--- src/rtl/btn_event_arbiter.sv ---
// Push-button front end: 2-flop sync, per-button debounce, pending latch, round-robin event port.
// Optional BTN_RELEASE_EVT_EN adds release events (evt_release=1) alongside presses.
module btn_event_arbiter #(
    parameter  int unsigned N_BTN           = 4,
    parameter  int unsigned DEBOUNCE_CYCLES = 16,
    localparam int unsigned IDX_W           = $clog2(N_BTN)
) (
    input  logic             Clk,
    input  logic             Reset,
    input  logic [N_BTN-1:0] btn_in,
    output logic             evt_valid,
    output logic [IDX_W-1:0] evt_idx,
    output logic             evt_release,
    input  logic             evt_ready,
    output logic [N_BTN-1:0] btn_state,
    output logic             overrun
);

`ifdef BTN_RELEASE_EVT_EN
    localparam int unsigned REQ_N = 2 * N_BTN;
`else
    localparam int unsigned REQ_N = N_BTN;
`endif
    localparam int unsigned GW    = $clog2(REQ_N);
    localparam int unsigned CNT_W = $clog2(DEBOUNCE_CYCLES);

    typedef enum logic {ST_IDLE, ST_HOLD} state_e;

    logic [N_BTN-1:0] sync1_q, sync2_q;
    logic [N_BTN-1:0] bst_q, bst_d, prev_q;
    logic [CNT_W-1:0] cnt_q [N_BTN];
    logic [CNT_W-1:0] cnt_d [N_BTN];
    logic [N_BTN-1:0] press_q, press_d, rise;
    logic [REQ_N-1:0] req, clr;
    logic [GW-1:0]    rr_q, rr_d, gpos;
    logic [GW:0]      pk;
    logic             load;
    state_e           st_q, st_d;
    logic             valid_q, valid_d, rflag_q, rflag_d, ovr_q, ovr_d;
    logic [IDX_W-1:0] idx_q, idx_d;
`ifdef BTN_RELEASE_EVT_EN
    logic [N_BTN-1:0] relp_q, relp_d, fall;
`endif

    // First set request at or after ptr, wrapping; returns {found, index}.
    function automatic logic [GW:0] rr_pick(input logic [REQ_N-1:0] r, input logic [GW-1:0] ptr);
        logic          found;
        logic [GW-1:0] sel;
        int unsigned   j;
        found = 1'b0;
        sel   = '0;
        for (int unsigned k = 0; k < REQ_N; k++) begin
            j = 32'(ptr) + k;
            if (j >= REQ_N) j = j - REQ_N;
            if (!found && r[GW'(j)]) begin
                found = 1'b1;
                sel   = GW'(j);
            end
        end
        return {found, sel};
    endfunction

    function automatic logic [GW-1:0] rr_next(input logic [GW-1:0] g);
        return (32'(g) == REQ_N - 1) ? '0 : g + 1'b1;
    endfunction

    // Debounce counters and pending-request bookkeeping.
    always_comb begin
        bst_d = bst_q;
        for (int i = 0; i < N_BTN; i++) begin
            cnt_d[i] = cnt_q[i];
            if (sync2_q[i] == bst_q[i]) begin
                cnt_d[i] = '0;
            end else if (cnt_q[i] == CNT_W'(DEBOUNCE_CYCLES - 1)) begin
                bst_d[i] = sync2_q[i];
                cnt_d[i] = '0;
            end else begin
                cnt_d[i] = cnt_q[i] + 1'b1;
            end
        end
        rise    = bst_q & ~prev_q;
        press_d = (press_q & ~clr[N_BTN-1:0]) | rise;
        ovr_d   = |(rise & press_q & ~clr[N_BTN-1:0]);
`ifdef BTN_RELEASE_EVT_EN
        fall   = ~bst_q & prev_q;
        relp_d = (relp_q & ~clr[REQ_N-1:N_BTN]) | fall;
        ovr_d  = ovr_d | (|(fall & relp_q & ~clr[REQ_N-1:N_BTN]));
`endif
    end

`ifdef BTN_RELEASE_EVT_EN
    assign req  = {relp_q, press_q};
    assign gpos = rflag_q ? GW'(N_BTN) + GW'(idx_q) : GW'(idx_q);
`else
    assign req  = press_q;
    assign gpos = GW'(idx_q);
`endif

    // Arbiter FSM: next state, grant load and pending clear.
    always_comb begin
        st_d    = st_q;
        valid_d = valid_q;
        idx_d   = idx_q;
        rflag_d = rflag_q;
        rr_d    = rr_q;
        clr     = '0;
        pk      = '0;
        load    = 1'b0;
        case (st_q)
            ST_IDLE: begin
                pk = rr_pick(req, rr_q);
                if (pk[GW]) begin
                    load    = 1'b1;
                    valid_d = 1'b1;
                    st_d    = ST_HOLD;
                end
            end
            ST_HOLD: begin
                if (evt_ready) begin
                    clr  = REQ_N'(1) << gpos;
                    rr_d = rr_next(gpos);
                    pk   = rr_pick(req & ~clr, rr_d);
                    if (pk[GW]) begin
                        load = 1'b1;
                    end else begin
                        valid_d = 1'b0;
                        st_d    = ST_IDLE;
                    end
                end
            end
            default: st_d = ST_IDLE;
        endcase
        if (load) begin
`ifdef BTN_RELEASE_EVT_EN
            if (pk[GW-1:0] >= GW'(N_BTN)) begin
                rflag_d = 1'b1;
                idx_d   = IDX_W'(pk[GW-1:0] - GW'(N_BTN));
            end else begin
                rflag_d = 1'b0;
                idx_d   = IDX_W'(pk[GW-1:0]);
            end
`else
            rflag_d = 1'b0;
            idx_d   = IDX_W'(pk[GW-1:0]);
`endif
        end
    end

    always_ff @(posedge Clk) begin
        if (Reset) begin
            sync1_q <= '0;
            sync2_q <= '0;
            bst_q   <= '0;
            prev_q  <= '0;
            cnt_q   <= '{default: '0};
            press_q <= '0;
            rr_q    <= '0;
            st_q    <= ST_IDLE;
            valid_q <= 1'b0;
            idx_q   <= '0;
            rflag_q <= 1'b0;
            ovr_q   <= 1'b0;
`ifdef BTN_RELEASE_EVT_EN
            relp_q  <= '0;
`endif
        end else begin
            sync1_q <= btn_in;
            sync2_q <= sync1_q;
            bst_q   <= bst_d;
            prev_q  <= bst_q;
            cnt_q   <= cnt_d;
            press_q <= press_d;
            rr_q    <= rr_d;
            st_q    <= st_d;
            valid_q <= valid_d;
            idx_q   <= idx_d;
            rflag_q <= rflag_d;
            ovr_q   <= ovr_d;
`ifdef BTN_RELEASE_EVT_EN
            relp_q  <= relp_d;
`endif
        end
    end

    assign evt_valid   = valid_q;
    assign evt_idx     = idx_q;
    assign evt_release = rflag_q;
    assign btn_state   = bst_q;
    assign overrun     = ovr_q;

endmodule

--- config.mk ---
export PLATFORM = sky130hd
export DESIGN_NAME = btn_event_arbiter
export DESIGN_NICKNAME = d
export VERILOG_FILES = /design/src/rtl/btn_event_arbiter.sv
export SDC_FILE = /design/constraint.sdc
export NUM_CORES = 1
export LEC_CHECK = 0
export ABC_AREA = 1
export CELL_PAD_IN_SITES_DETAIL_PLACEMENT = 1
export CELL_PAD_IN_SITES_GLOBAL_PLACEMENT = 1
export CORE_AREA = 2 2 68 102
export DETAILED_ROUTE_END_ITERATION = 7
export DIE_AREA = 0 0 70 104
export HOLD_SLACK_MARGIN = 0.08
export PLACE_DENSITY = 0.64
export SLEW_MARGIN = 0
export SYNTH_ARGS = -nofsm -noshare
export SYNTH_HDL_FRONTEND = slang
export SYNTH_SLANG_ARGS = --single-unit
--- constraint.sdc ---
create_clock -name Clk -period 4.51 [get_ports Clk]
set_input_delay 0.451 -clock Clk [delete_from_list [all_inputs] [get_ports Clk]]
set_output_delay 0.451 -clock Clk [all_outputs]
set_load 0.01 [all_outputs]
# --- Word level (Yosys, flattened, before mapping) ---
# Index checks and enable logic that the tools add are counted.
word_totals:
  wordCells: 181
  register_bits: 43
  output_inout_bits: 9
classes:
  addsub: 19
  shift: 1
  reduce_logical: 23
  eq_ne: 12
  n_lt_le_gt_ge: 16
  bitwise: 14
  muxes: 79
op_table:
  columns: ["cell", "count"]
  rows:
  - ["$mux 2", 30]
  - ["$mux 1", 35]
  - ["$lt 2x3->1 const B", 8]
  - ["$and 4x4->4", 5]
  - ["$ge 3x3->1 const B", 6]
  - ["$add 4x1->4 const B", 4]
  - ["$bmux 1 s2", 8]
  - ["$eq 4x4->1 const B", 4]
  - ["$sub 2x1->2 const B", 8]
  - ["$add 2x2->3 const B", 4]
  - ["$not 4->4", 3]
  - ["$reduce_or 3->1", 4]
  - ["$reduce_and 2->1", 5]
  - ["$mux 4", 2]
  - ["$add 2x1->3 const B", 2]
  - ["$ge 2x3->1 const B", 2]
  - ["$logic_and 1x1->1", 6]
  - ["$logic_not 1->1", 6]
  - ["$pmux 1 s2", 3]
  - ["$not 1->1", 5]
  - ["$eq 1x1->1", 4]
  - ["$ne 2x2->1 const B", 2]
  - ["$or 4x4->4", 1]
  - ["$pmux 2 s2", 1]
  - ["6 further kinds", 6]

# --- Depth between registers and ports, before layout ---
depth:
  depth_word: 29
  mapped_depth: 15
  mapped_depth_nobuf: 15

# --- Worst setup path before layout ---
# OpenSTA, ideal clock, no wires.
synth_timing:
  path_type: "register to register"
  from: "register idx_q[0], in the netlist evt_idx[0]"
  to: "register idx_q[1], in the netlist evt_idx[1]"
  path_slack_ps: 2515
  path_buffers: 0
  t_arrival_ps: 1881
  required_ps: 4396
  stages_incl_launch_ff: 15
  cell_sequence: "dfxtp_1 inv_2 ha_1 inv_1 nand2_1 nand2_1 nand2_1 nand2_1 nand2_1 nor2_2 nand3_1 nand2_1 inv_1 nand2_1 a21oi_2"
synth_between:
  elab_chain_len: 29
synth_lines:
  columns: ["element", "line_no", "rtl"]
  rows:
  - ["start, declared", "40", "logic [IDX_W-1:0] idx_q, idx_d;"]
  - ["start signal, assigned", "176", "idx_q <= idx_d;"]
  - ["$add 2x1->2 / $eq 2x2->1 (equally long branches)", "64", "return (32'(g) == REQ_N - 1) ? '0 : g + 1'b1;"]
  - ["$mux 2", "64", null]
  - ["$ge 2x3->1 / $sub 2x1->2 (equally long branches)", "54", "if (j >= REQ_N) j = j - REQ_N;"]
  - ["$mux 2", "54", null]
  - ["$mux 2", "119", "if (evt_ready) begin"]
  - ["$mux 2", "109", "case (st_q)"]
  - ["$bmux 1 s2", "55", "if (!found && r[GW'(j)]) begin"]
  - ["$mux 1 (not written as such)", "55", null]
  - ["[... 13 more ...]", null, null]
  - ["$logic_not 1->1", "55", null]
  - ["$logic_and 1x1->1", "55", null]
  - ["$mux 1", "55", null]
  - ["$mux 1", "119", null]
  - ["$mux 1", "109", null]
  - ["$mux 1", "123", "if (pk[GW]) begin"]
  - ["$mux 1", "119", null]
  - ["$pmux 1 s2", "109", null]
# Several ways; a longest one is shown, not always the timed one. The select of a mux whose other input is x is not followed.
# A chain may end at the register's enable or synchronous reset.

# --- Final worst setup path ---
layout_timing:
  from: "register idx_q[0], in the netlist evt_idx[0]"
  to: "register idx_q[0], in the netlist evt_idx[0]"
# Same word-level chain as after synthesis.

==> results.sh <==
export IMPL_grtUsageTotal=0.1569
export IMPL_dp_hpwl_um=4148
export IMPL_setup_viol=0
export IMPL_holdPathStages=2
export IMPL_hold_viol_final=0
export IMPL_cp_slowest_cell="dfxtp_1"
export IMPL_cts_setup_buffers=0
export IMPL_antenna_found_initial=0
export IMPL_drive_above_1_share=0.07941
export IMPL_nets=354
export IMPL_cts_inserted_buffers=5
export IMPL_utilization=0.3928
export IMPL_first_pass_iters=4
export IMPL_cp_max_fo=10
export IMPL_status="finished, final reports clean"
export IMPL_slew_headroom=0.5762
export IMPL_synth_main_ff_cell="dfxtp_1"
export IMPL_syn_inst=323
export IMPL_totalWireLength_um=5325
export IMPL_syn_cell_area_mm2=0.002190
export IMPL_cts_tree="done"
export IMPL_min_period_over_period=0.5035
export IMPL_cp_top_family="simple AND/OR/NAND/NOR gates"
export IMPL_drc_errors=0
export IMPL_vias=1979
export IMPL_n_fill_cell=834
export IMPL_antenna_cells=0
export IMPL_start_util=0.3423
export IMPL_die_width_um=70
export IMPL_avgViaCountPerCell=4.757
export IMPL_skew_ns=0.007252
export IMPL_cts_sinks=43
export IMPL_worstMarginPinSlew_ns=0.6337
export IMPL_cp_slowest_stage_delay_ns=0.56
export IMPL_crit_buf_inv=2
export IMPL_cellPowerDensity_mw_per_mm2=484.9
export IMPL_path_clk_slew_ns=0.08
export IMPL_cp_common_cell="nand2_1"
export IMPL_syn2layout_area_growth_pct=14.74
export IMPL_regArea_um2=860.8
export IMPL_grt_pass1_wl_um=9211
export IMPL_rsz0062_at_grt="false"
export IMPL_num_io_pins=16
export IMPL_clockBufferDepth=2
export IMPL_final_max_slew_viol_count=0
export IMPL_yosys_warnings=0
export IMPL_reg2reg_depth=13
export IMPL_drtAntennaViolNets=0
export IMPL_cts_resized_gates=0
export IMPL_htreeDepth=2
export IMPL_peakVddDrop_v=0.0003075
export IMPL_ys_seq_area_frac=0.3931
export IMPL_period_minus_slack_ns=2.271
export IMPL_gr_total_overflow=0
export IMPL_setup_worst_path_end_class="flip-flop"
export IMPL_multi_input_area_mm2=0.001115
export IMPL_core_area_mm2=0.006396
export IMPL_wl_per_cell_um=12.80
export IMPL_fin_hold_ws_ns=0.4092
export IMPL_max_cap_violations=0
export IMPL_syn_area_per_cell_um2=6.779
export IMPL_clkLatencyLatePin_ns=0.29
export IMPL_cp_arrival_ns=2.43
export IMPL_fmax_ghz=0.4404
export IMPL_critPathKind="reg2reg"
export IMPL_rows=36
export IMPL_yosysUniqueCellTypes=28
export IMPL_die_y_um=104
export IMPL_cp_depth=13
export IMPL_hold_buffers=0
export IMPL_io_buffer_count=14
export IMPL_drt_initial_drc_count=50
export IMPL_ctsRootBufferMaster="clkbuf_8"
export IMPL_grt_max_degree=18
export IMPL_async_flop_share=0
export IMPL_grt_pass1_vias=2066
export IMPL_synth_edf_count=0
export IMPL_die_area_mm2=0.007280
export IMPL_gp_congestion=0.8633
export IMPL_tns_ns=0
export IMPL_crit_chain="inv_2 > ha_1 > inv_1 > nand2_1 > nand2_1 > nand2_1 > nand2_1 > nor2_1 > nand3_1 > nand2_2 > nor2_1 > nor2_1 > a21oi_1"
export IMPL_hold_path_class="reg2reg"
export IMPL_synth_seq_cells=43
export IMPL_power_leakage_nw=1.219
export IMPL_startpoint_type="flip-flop"
export IMPL_syn_num_nets=338
export IMPL_critPathRequiredTime_ns=4.67
## worst reg2reg max path, cell delays in order, from the launching register on
cell and delay [ns]:
dfxtp_1 0.56, inv_2 0.11, ha_1 0.43, inv_1 0.15, nand2_1 0.10, nand2_1 0.10, nand2_1 0.08, nand2_1 0.06
nor2_1 0.15, nand3_1 0.11, nand2_2 0.10, nor2_1 0.06, nor2_1 0.08, a21oi_1 0.06
## cells in the mapped netlist (2+ instances only)
cell,instances,area [um2]
nand2_1,87,326.6
inv_1,45,168.9
dfxtp_1,43,860.8
nor2_1,39,146.4
nand3_1,26,130.1
o21ai_0,17,85.08
a21oi_1,12,60.06
ha_1,8,100.1
nand2_2,7,43.79
xor2_1,7,61.31
inv_2,4,15.01
o21ai_1,4,20.02
clkbuf_1,3,11.26
nor3_1,3,15.01
o21ai_2,3,26.28
a22oi_1,2,15.01
nor2_2,2,12.51
## power breakdown
| group | total [mW] | switching (mW) | internal (mW) |
|---|---|---|---|
| logic | 0.474 | 0.310 | 0.164 |
| clock network | 0.306 | 0.127 | 0.179 |
| registers | 0.438 | 0.0361 | 0.402 |
## layout make-up
type                       instances  share of cell area
multi-input combinational        226              0.4437
timing repair buffer              14             0.05578
inverter                          49             0.07321
tap                               76             0.03785
clock inverter                     2             0.01394
sequential                        43              0.3426
clock buffer                       6             0.03287
## sequential cells by signal, indices dropped and copies added (netlist names)
name / cells
sync1_q: 4
evt_valid: 1
overrun: 1
st_q: 1
sync2_q: 4
rr_q: 2
cnt_q: 16
btn_state: 4
press_q: 4
prev_q: 4
evt_idx: 2
## cell usage in the layout, fill, tap and decap left out, drive strengths merged
cell | synthesis | routed
o211ai | 1 | 1
and2 | 1 | 1
a21oi | 13 | 13
nor3 | 3 | 3
clkdlybuf4s50 | 0 | 14
nand2 | 94 | 94
nor2 | 42 | 42
nand3 | 27 | 27
bufinv | 0 | 1
inv | 49 | 49
conb | 1 | 1
xor2 | 7 | 7
clkbuf | 3 | 6
dfxtp | 43 | 43
xnor2 | 1 | 1
clkinv | 0 | 1
nand4 | 1 | 1
a22oi | 2 | 2
o21ai | 24 | 24
ha | 8 | 8
o311a | 1 | 1
## per-stage QoR
stage | power [mW] | area [um2] | setup WS, ns | instances
3_3_place_gp | 0.9242 | 2395 | 2.243 | 408
6_report | 1.218 | 2512 | 2.239 | 416
2_1_floorplan | 0.8020 | 2190 | 2.515 | 323
3_5_place_dp | 0.9243 | 2395 | 2.230 | 408
4_1_cts | 1.238 | 2512 | 2.238 | 416
5_1_grt | 1.323 | 2512 | 1.944 | 416
## worst paths after layout
kind / from / endpoint / slack [ns]
setup / recovery: evt_idx[0] / evt_idx[0] / 2.24
hold / removal: sync1_q[1] / sync2_q[1] / 0.41
setup reg to reg: evt_idx[0] / evt_idx[0] / 2.24
hold reg to reg: sync1_q[1] / sync2_q[1] / 0.41
## metal layers
metal | track usage | up-vias | wire, um
li1 | - | 1032 | -
met3 | 0.02035 | 9 | 83
met1 | 0.1641 | 915 | 2198
met2 | 0.2966 | 23 | 2876
met4 | 0.08104 | 0 | 166
met5 | 0 | - | 0
## cells by family (layout without fill, tap and decap cells)
| logic type | Yosys count | after routing | share of synthesized area |
|---|---|---|---|
| buf+inv | 54 | 71 | 0.09771 |
| other cells | 1 | 1 | 0.001713 |
| flops | 43 | 43 | 0.3931 |
| simple gates | 168 | 168 | 0.3234 |
| xor+xnor | 8 | 8 | 0.03200 |
| compound gates | 41 | 41 | 0.1063 |
| fa+ha+maj | 8 | 8 | 0.04572 |
(Power assumes the default switching activity.)
